## config.mk

```make
export PLATFORM = sky130hd
export DESIGN_NAME = elevator_call_scheduler
export DESIGN_NICKNAME = d
export VERILOG_FILES = /design/src/rtl/elevator_call_scheduler.sv
export SDC_FILE = /design/constraint.sdc
export NUM_CORES = 1
export LEC_CHECK = 0
export CAP_MARGIN = 0
export CORE_UTILIZATION = 53
export CTS_CLUSTER_SIZE = 25
export DETAILED_ROUTE_END_ITERATION = 6
export GPL_ROUTABILITY_DRIVEN = 0
export PLACE_DENSITY = 0.82
export SYNTH_ARGS = -nofsm -noshare
export SYNTH_HDL_FRONTEND = slang
export SYNTH_SLANG_ARGS = --single-unit
```

## constraint.sdc

```tcl
create_clock -name clk -period 5.1 [get_ports clk]
set_input_delay 1.53 -clock clk [delete_from_list [all_inputs] [get_ports clk]]
set_output_delay 1.53 -clock clk [all_outputs]
set_load 0.02 [all_outputs]
```

## src/rtl/elevator_call_scheduler.sv

```systemverilog
// Purpose : latches car/hall button requests and picks the next target floor
//           for a single elevator car using a collective (up/down sweep) policy.
// Latency : press -> pend_* at edge 1; pend/state -> next_floor/target_valid/dir at edge 2.
// Backpr. : none; buttons are sampled every cycle and requests stay latched until served.
// Ports   : clk, reset (async, active-high)
//           btn_num_in/btn_up_out/btn_down_out : per-floor car and hall buttons
//           current_floor, serve               : car position and door-open strobe
//           next_floor, target_valid, dir      : registered target for motion control
//           pend_in/pend_up/pend_down          : latched requests (button lamps)
module elevator_call_scheduler #(
  parameter int FLOORS  = 8,
  parameter int FLOOR_W = 3
) (
  input  logic               clk,
  input  logic               reset,
  input  logic [FLOORS-1:0]  btn_num_in,
  input  logic [FLOORS-1:0]  btn_up_out,
  input  logic [FLOORS-1:0]  btn_down_out,
  input  logic [FLOOR_W-1:0] current_floor,
  input  logic               serve,
  output logic [FLOOR_W-1:0] next_floor,
  output logic               target_valid,
  output logic [1:0]         dir,
  output logic [FLOORS-1:0]  pend_in,
  output logic [FLOORS-1:0]  pend_up,
  output logic [FLOORS-1:0]  pend_down
);

  // Encoding doubles as the dir output value.
  typedef enum logic [1:0] {
    ST_IDLE = 2'd0,
    ST_DOWN = 2'd1,
    ST_UP   = 2'd2
  } state_t;

  // No up-call exists on the top floor and no down-call on the bottom floor.
  localparam logic [FLOORS-1:0] UP_MASK = {1'b0, {(FLOORS-1){1'b1}}};
  localparam logic [FLOORS-1:0] DN_MASK = {{(FLOORS-1){1'b1}}, 1'b0};

  state_t             state_q, state_d;
  logic [FLOORS-1:0]  pend_in_q, pend_in_d;
  logic [FLOORS-1:0]  pend_up_q, pend_up_d;
  logic [FLOORS-1:0]  pend_dn_q, pend_dn_d;
  logic [FLOOR_W-1:0] next_floor_q, next_floor_d;
  logic               target_valid_q, target_valid_d;
  logic [1:0]         dir_q, dir_d;

  logic [FLOORS-1:0]  clr_in, clr_up, clr_dn;
  logic [FLOORS-1:0]  any_req, up_pref, dn_pref;
  int                 cur;

  // Search results, all relative to current_floor.
  logic               abv_pref_v, abv_any_v, abv_near_v;
  logic [FLOOR_W-1:0] abv_pref_f, abv_any_f, abv_near_f;
  logic               blw_pref_v, blw_any_v, blw_near_v;
  logic [FLOOR_W-1:0] blw_pref_f, blw_any_f, blw_near_f;
  logic               any_le, any_ge;
  logic               at_in, at_up, at_dn;

  // Pending request latches; a serve clear beats a same-cycle press.
  always_comb begin
    clr_in = '0;
    clr_up = '0;
    clr_dn = '0;
    if (serve) begin
      clr_in[current_floor] = 1'b1;
      if (state_q != ST_DOWN) clr_up[current_floor] = 1'b1;
      if (state_q != ST_UP)   clr_dn[current_floor] = 1'b1;
    end
    pend_in_d = (pend_in_q | btn_num_in) & ~clr_in;
    pend_up_d = (pend_up_q | (btn_up_out & UP_MASK)) & ~clr_up;
    pend_dn_d = (pend_dn_q | (btn_down_out & DN_MASK)) & ~clr_dn;
  end

  // Floor searches over the registered request bits. Ascending loops keep the
  // highest match, descending loops keep the lowest match.
  always_comb begin
    cur        = int'(current_floor);
    any_req    = pend_in_q | pend_up_q | pend_dn_q;
    up_pref    = pend_in_q | pend_up_q;
    dn_pref    = pend_in_q | pend_dn_q;
    abv_pref_v = 1'b0; abv_pref_f = '0;
    abv_any_v  = 1'b0; abv_any_f  = '0;
    abv_near_v = 1'b0; abv_near_f = '0;
    blw_pref_v = 1'b0; blw_pref_f = '0;
    blw_any_v  = 1'b0; blw_any_f  = '0;
    blw_near_v = 1'b0; blw_near_f = '0;
    any_le     = 1'b0;
    any_ge     = 1'b0;
    at_in      = pend_in_q[current_floor];
    at_up      = pend_up_q[current_floor];
    at_dn      = pend_dn_q[current_floor];
    for (int f = 0; f < FLOORS; f++) begin
      if (f > cur && any_req[f]) begin abv_any_v  = 1'b1; abv_any_f  = FLOOR_W'(f); end
      if (f < cur && dn_pref[f]) begin blw_pref_v = 1'b1; blw_pref_f = FLOOR_W'(f); end
      if (f < cur && any_req[f]) begin blw_near_v = 1'b1; blw_near_f = FLOOR_W'(f); end
      if (f <= cur && any_req[f]) any_le = 1'b1;
      if (f >= cur && any_req[f]) any_ge = 1'b1;
    end
    for (int f = FLOORS - 1; f >= 0; f--) begin
      if (f > cur && up_pref[f]) begin abv_pref_v = 1'b1; abv_pref_f = FLOOR_W'(f); end
      if (f > cur && any_req[f]) begin abv_near_v = 1'b1; abv_near_f = FLOOR_W'(f); end
      if (f < cur && any_req[f]) begin blw_any_v  = 1'b1; blw_any_f  = FLOOR_W'(f); end
    end
  end

  // Next-state and target selection.
  always_comb begin
    state_d        = state_q;
    next_floor_d   = next_floor_q;
    target_valid_d = 1'b0;
    case (state_q)
      ST_UP: begin
        target_valid_d = 1'b1;
        if (abv_pref_v)          next_floor_d = abv_pref_f;
        else if (abv_any_v)      next_floor_d = abv_any_f;
        else if (at_in || at_up) next_floor_d = current_floor;
        else if (any_le) begin
          // Reverse: a down-call here is served first, otherwise head below.
          state_d = ST_DOWN;
          if (at_dn)           next_floor_d = current_floor;
          else if (blw_pref_v) next_floor_d = blw_pref_f;
          else                 next_floor_d = blw_any_f;
        end else begin
          state_d        = ST_IDLE;
          target_valid_d = 1'b0;
        end
      end
      ST_DOWN: begin
        target_valid_d = 1'b1;
        if (blw_pref_v)          next_floor_d = blw_pref_f;
        else if (blw_any_v)      next_floor_d = blw_any_f;
        else if (at_in || at_dn) next_floor_d = current_floor;
        else if (any_ge) begin
          state_d = ST_UP;
          if (at_up)           next_floor_d = current_floor;
          else if (abv_pref_v) next_floor_d = abv_pref_f;
          else                 next_floor_d = abv_any_f;
        end else begin
          state_d        = ST_IDLE;
          target_valid_d = 1'b0;
        end
      end
      default: begin
        if (|any_req) begin
          target_valid_d = 1'b1;
          if (at_in || at_up || at_dn) begin
            next_floor_d = current_floor;
          end else if (abv_near_v &&
                       (!blw_near_v ||
                        (int'(abv_near_f) - cur) <= (cur - int'(blw_near_f)))) begin
            // Equal distance resolves upward.
            state_d      = ST_UP;
            next_floor_d = abv_near_f;
          end else begin
            state_d      = ST_DOWN;
            next_floor_d = blw_near_f;
          end
        end
      end
    endcase
    dir_d = state_d;
  end

  always_ff @(posedge clk or posedge reset) begin
    if (reset) begin
      state_q        <= ST_IDLE;
      pend_in_q      <= '0;
      pend_up_q      <= '0;
      pend_dn_q      <= '0;
      next_floor_q   <= '0;
      target_valid_q <= 1'b0;
      dir_q          <= 2'd0;
    end else begin
      state_q        <= state_d;
      pend_in_q      <= pend_in_d;
      pend_up_q      <= pend_up_d;
      pend_dn_q      <= pend_dn_d;
      next_floor_q   <= next_floor_d;
      target_valid_q <= target_valid_d;
      dir_q          <= dir_d;
    end
  end

  assign next_floor   = next_floor_q;
  assign target_valid = target_valid_q;
  assign dir          = dir_q;
  assign pend_in      = pend_in_q;
  assign pend_up      = pend_up_q;
  assign pend_down    = pend_dn_q;

endmodule

```

==> flow_metrics.tcl <==
set metrics [dict create \
    setup_ws_ns 0.1286 \
    synth_area_per_cell_sq_um 8.758 \
    wl_per_cell_um 20.25 \
    synth_edf_count 0 \
    grt-ovfl-total 0 \
    clock_latency_ns 0.29 \
    grt_max_degree 31 \
    numCtsBuffers 5 \
    final_nets 506 \
    dp_hpwl_um 7679 \
    diodes 0 \
    ys_seq_elements 30 \
    relSlewSlack_pct 26.19 \
    leakagePower_nw 1.690 \
    final_cells 535 \
    drt_drc_violations_left 0 \
    yosysSeqAreaShare_pct 25.06 \
    critPathKind "in -> reg" \
    grt_pass1_wl_um 16840 \
    antenna_found_initial 0 \
    numPlacedInstances 513 \
    dr.pass1.iters 5 \
    crit_required_ns 5.31 \
    pre_cts_ws_ns -0.6276 \
    arrival_ns 5.18 \
    setup_viol 0 \
    via_per_inst 6.828 \
    holdWs_ns 0.5294 \
    cp_slowest_cell "fa_2" \
    h-tree-depth 2 \
    syn-cell-area_sq_um 2995 \
    layout-drive-gt1-share_pct 29.81 \
    finalHoldViolations 0 \
    synth_fp_nets 386 \
    dieArea_sq_um 5956 \
    grt_usage_pct 35.93 \
    ant_nets 0 \
    clock-sinks 30 \
    grt_pass1_vias 3486 \
    drt_iter0_markers 526 \
    critPathMaxFanout 6 \
    synth_warnings 0 \
    dieWidth_um 77.18 \
    critPathLaunchType "primary input" \
    min_path_type "reg -> reg" \
    synthFlopType "dfrtp_1" \
    vias 3653 \
    ys_types 77 \
    setup_tns_ns 0 \
    areaGrowthSynthToFinish_pct 44.19 \
    cts-root-buf "clkbuf_8" \
    ir_worst_vdd_mv 0.2841 \
    io-pin-count 60 \
    min_period_ns 4.971 \
    postSynthCellCount 342 \
    status "completed" \
    p_total_mw 1.203 \
    coreArea_sq_um 5473 \
    drv_cap 0 \
    slowest_delay_ns 0.36 \
    port_buffers 57 \
    maxSlewViolCount 0 \
    synth-async-reset-ratio_pct 100.0 \
    row_count 27 \
    clock_skew_ns 0.003467 \
    die_h_um 77.18 \
    period_share_pct 97.48 \
    cts_tree "built" \
    start_util_pct 54.73 \
    tightest_slew_ns 1.106 \
    crit_chain "buf_2 -> buf_6 -> buf_4 -> o21a_1 -> a221o_1 -> o21ai_2 -> ha_2 -> inv_2 -> fa_2 -> xnor2_2 -> ha_1 -> a211o_1 -> o211a_1 -> o32a_1 -> nor3_2 -> mux2_4 -> o2111a_1 -> a211oi_2" \
    fmax_mhz 201.2 \
    power_density_nw_per_um2 278.6 \
    drt_wl_total_um 10840 \
    clockBufferDepth 2 \
    clkTransAtPathRegs_ns 0.07 \
    cp-end-kind "flip-flop" \
]
[Yosys cell counts, drive strengths merged (6+ instances only)]
master   n  area share, %
ha      12            5.0
clkbuf  10            2.9
a21oi   16            2.8
o21a    14            3.5
o22ai    8            1.9
nand2   15            1.9
mux2     7            2.6
buf      9            2.3
a31oi    6            1.3
dfrtp   30             25
o21ai   27            4.5
nor2    39            4.9
o22a    16            4.7
nor3    12            2.3
or3     10            2.1
inv     15            1.9
nand4    6            1.3
[worst paths after layout]
check	slack (ns)	depth (start not counted)	to	startpoint
min in group asynchronous	1.82	2	target_valid	reset
max reg2reg	0.76	16	next_floor[1]	pend_in[3]
max	0.13	18	next_floor[1]	current_floor[2]
max in group asynchronous	2.61	2	pend_in[5]	reset
min	0.53	2	next_floor[0]	next_floor[0]
min reg2reg	0.53	2	next_floor[0]	next_floor[0]
[worst max-delay path: cells and delay by family]
kind | cells | cell delay [ns]
AOI/OAI and AO/OA | 8 | 1.62
xor gates and xnor gates | 1 | 0.15
adders and majority gates | 3 | 0.87
buffers and inverters | 4 | 0.44
muxes | 1 | 0.33
and+or+nand+nor | 1 | 0.24
[sequential cells by signal, summed over array words and instances, names as in the netlist]
register / cells
pend_down: 8
next_floor: 3
pend_in: 8
dir: 2
pend_up: 8
target_valid: 1
[cell type report]
| type | instances | area (sq um) |
|---|---|---|
| Fill cell | 363 | 1154 |
| Sequential cell | 30 | 750.7 |
| Tap cell | 72 | 90.09 |
| Clock inverter | 2 | 12.51 |
| Multi-Input combinational cell | 277 | 2155 |
| Timing Repair Buffer | 132 | 1169 |
| Clock buffer | 6 | 82.58 |
| Inverter | 16 | 60.06 |
[timing repair]
item / in CTS / in global routing
hold buffers: 0 / 0
setup buffers: 8 / 5
gates cloned: 1 / 0
pin swaps: 19 / 20
gates resized for setup: 32 / 23
endpoints found under the setup margin: 4 / 4
[routing by layer]
metal	GRT usage (%)	share of wire, %
met3	6.429	10
met2	59.91	47
met5	0	0
met1	43.32	37
met4	20.19	6.0
[report_power, final]
part | switching [mW] | internal, mW | total, mW
clock | 0.0969 | 0.108 | 0.205
sequential | 0.0433 | 0.277 | 0.321
combinational | 0.351 | 0.326 | 0.678
total | 0.491 | 0.712 | 1.20
[cell usage in the layout, fill, tap and decap left out, drive strengths merged, types with 5 or more instances in the layout]
cell type	instances
nand3	5
dfrtp	30
mux2	7
nor3	12
a21oi	16
a31oi	6
o21a	14
o22ai	8
nand4	6
inv	15
nor2	39
o22a	16
or3	10
a22oi	5
clkbuf	7
a211oi	5
o21ai	27
ha	12
nand2	15
buf	77
clkdlybuf4s50	54
[cell families (layout without fill, tap and decap cells)]
logic type / count (synthesis) / after routing / synth area share (%)
mux: 11 / 11 / 4.929
simple gates: 109 / 109 / 19.59
compound gates: 140 / 140 / 35.92
buf+inv: 35 / 156 / 7.226
flops: 30 / 30 / 25.06
fa+ha+maj: 15 / 15 / 6.683
xor+xnor: 2 / 2 / 0.5849
[per-stage QoR]
step | area [sq um] | utilization, %
5_1_grt | 4319 | 78.92
4_1_cts | 4218 | 77.07
6_report | 4319 | 78.92
3_3_place_gp | 3963 | 72.41
3_5_place_dp | 3963 | 72.41
2_1_floorplan | 3037 | -
Power figures use the tool's default switching activity.
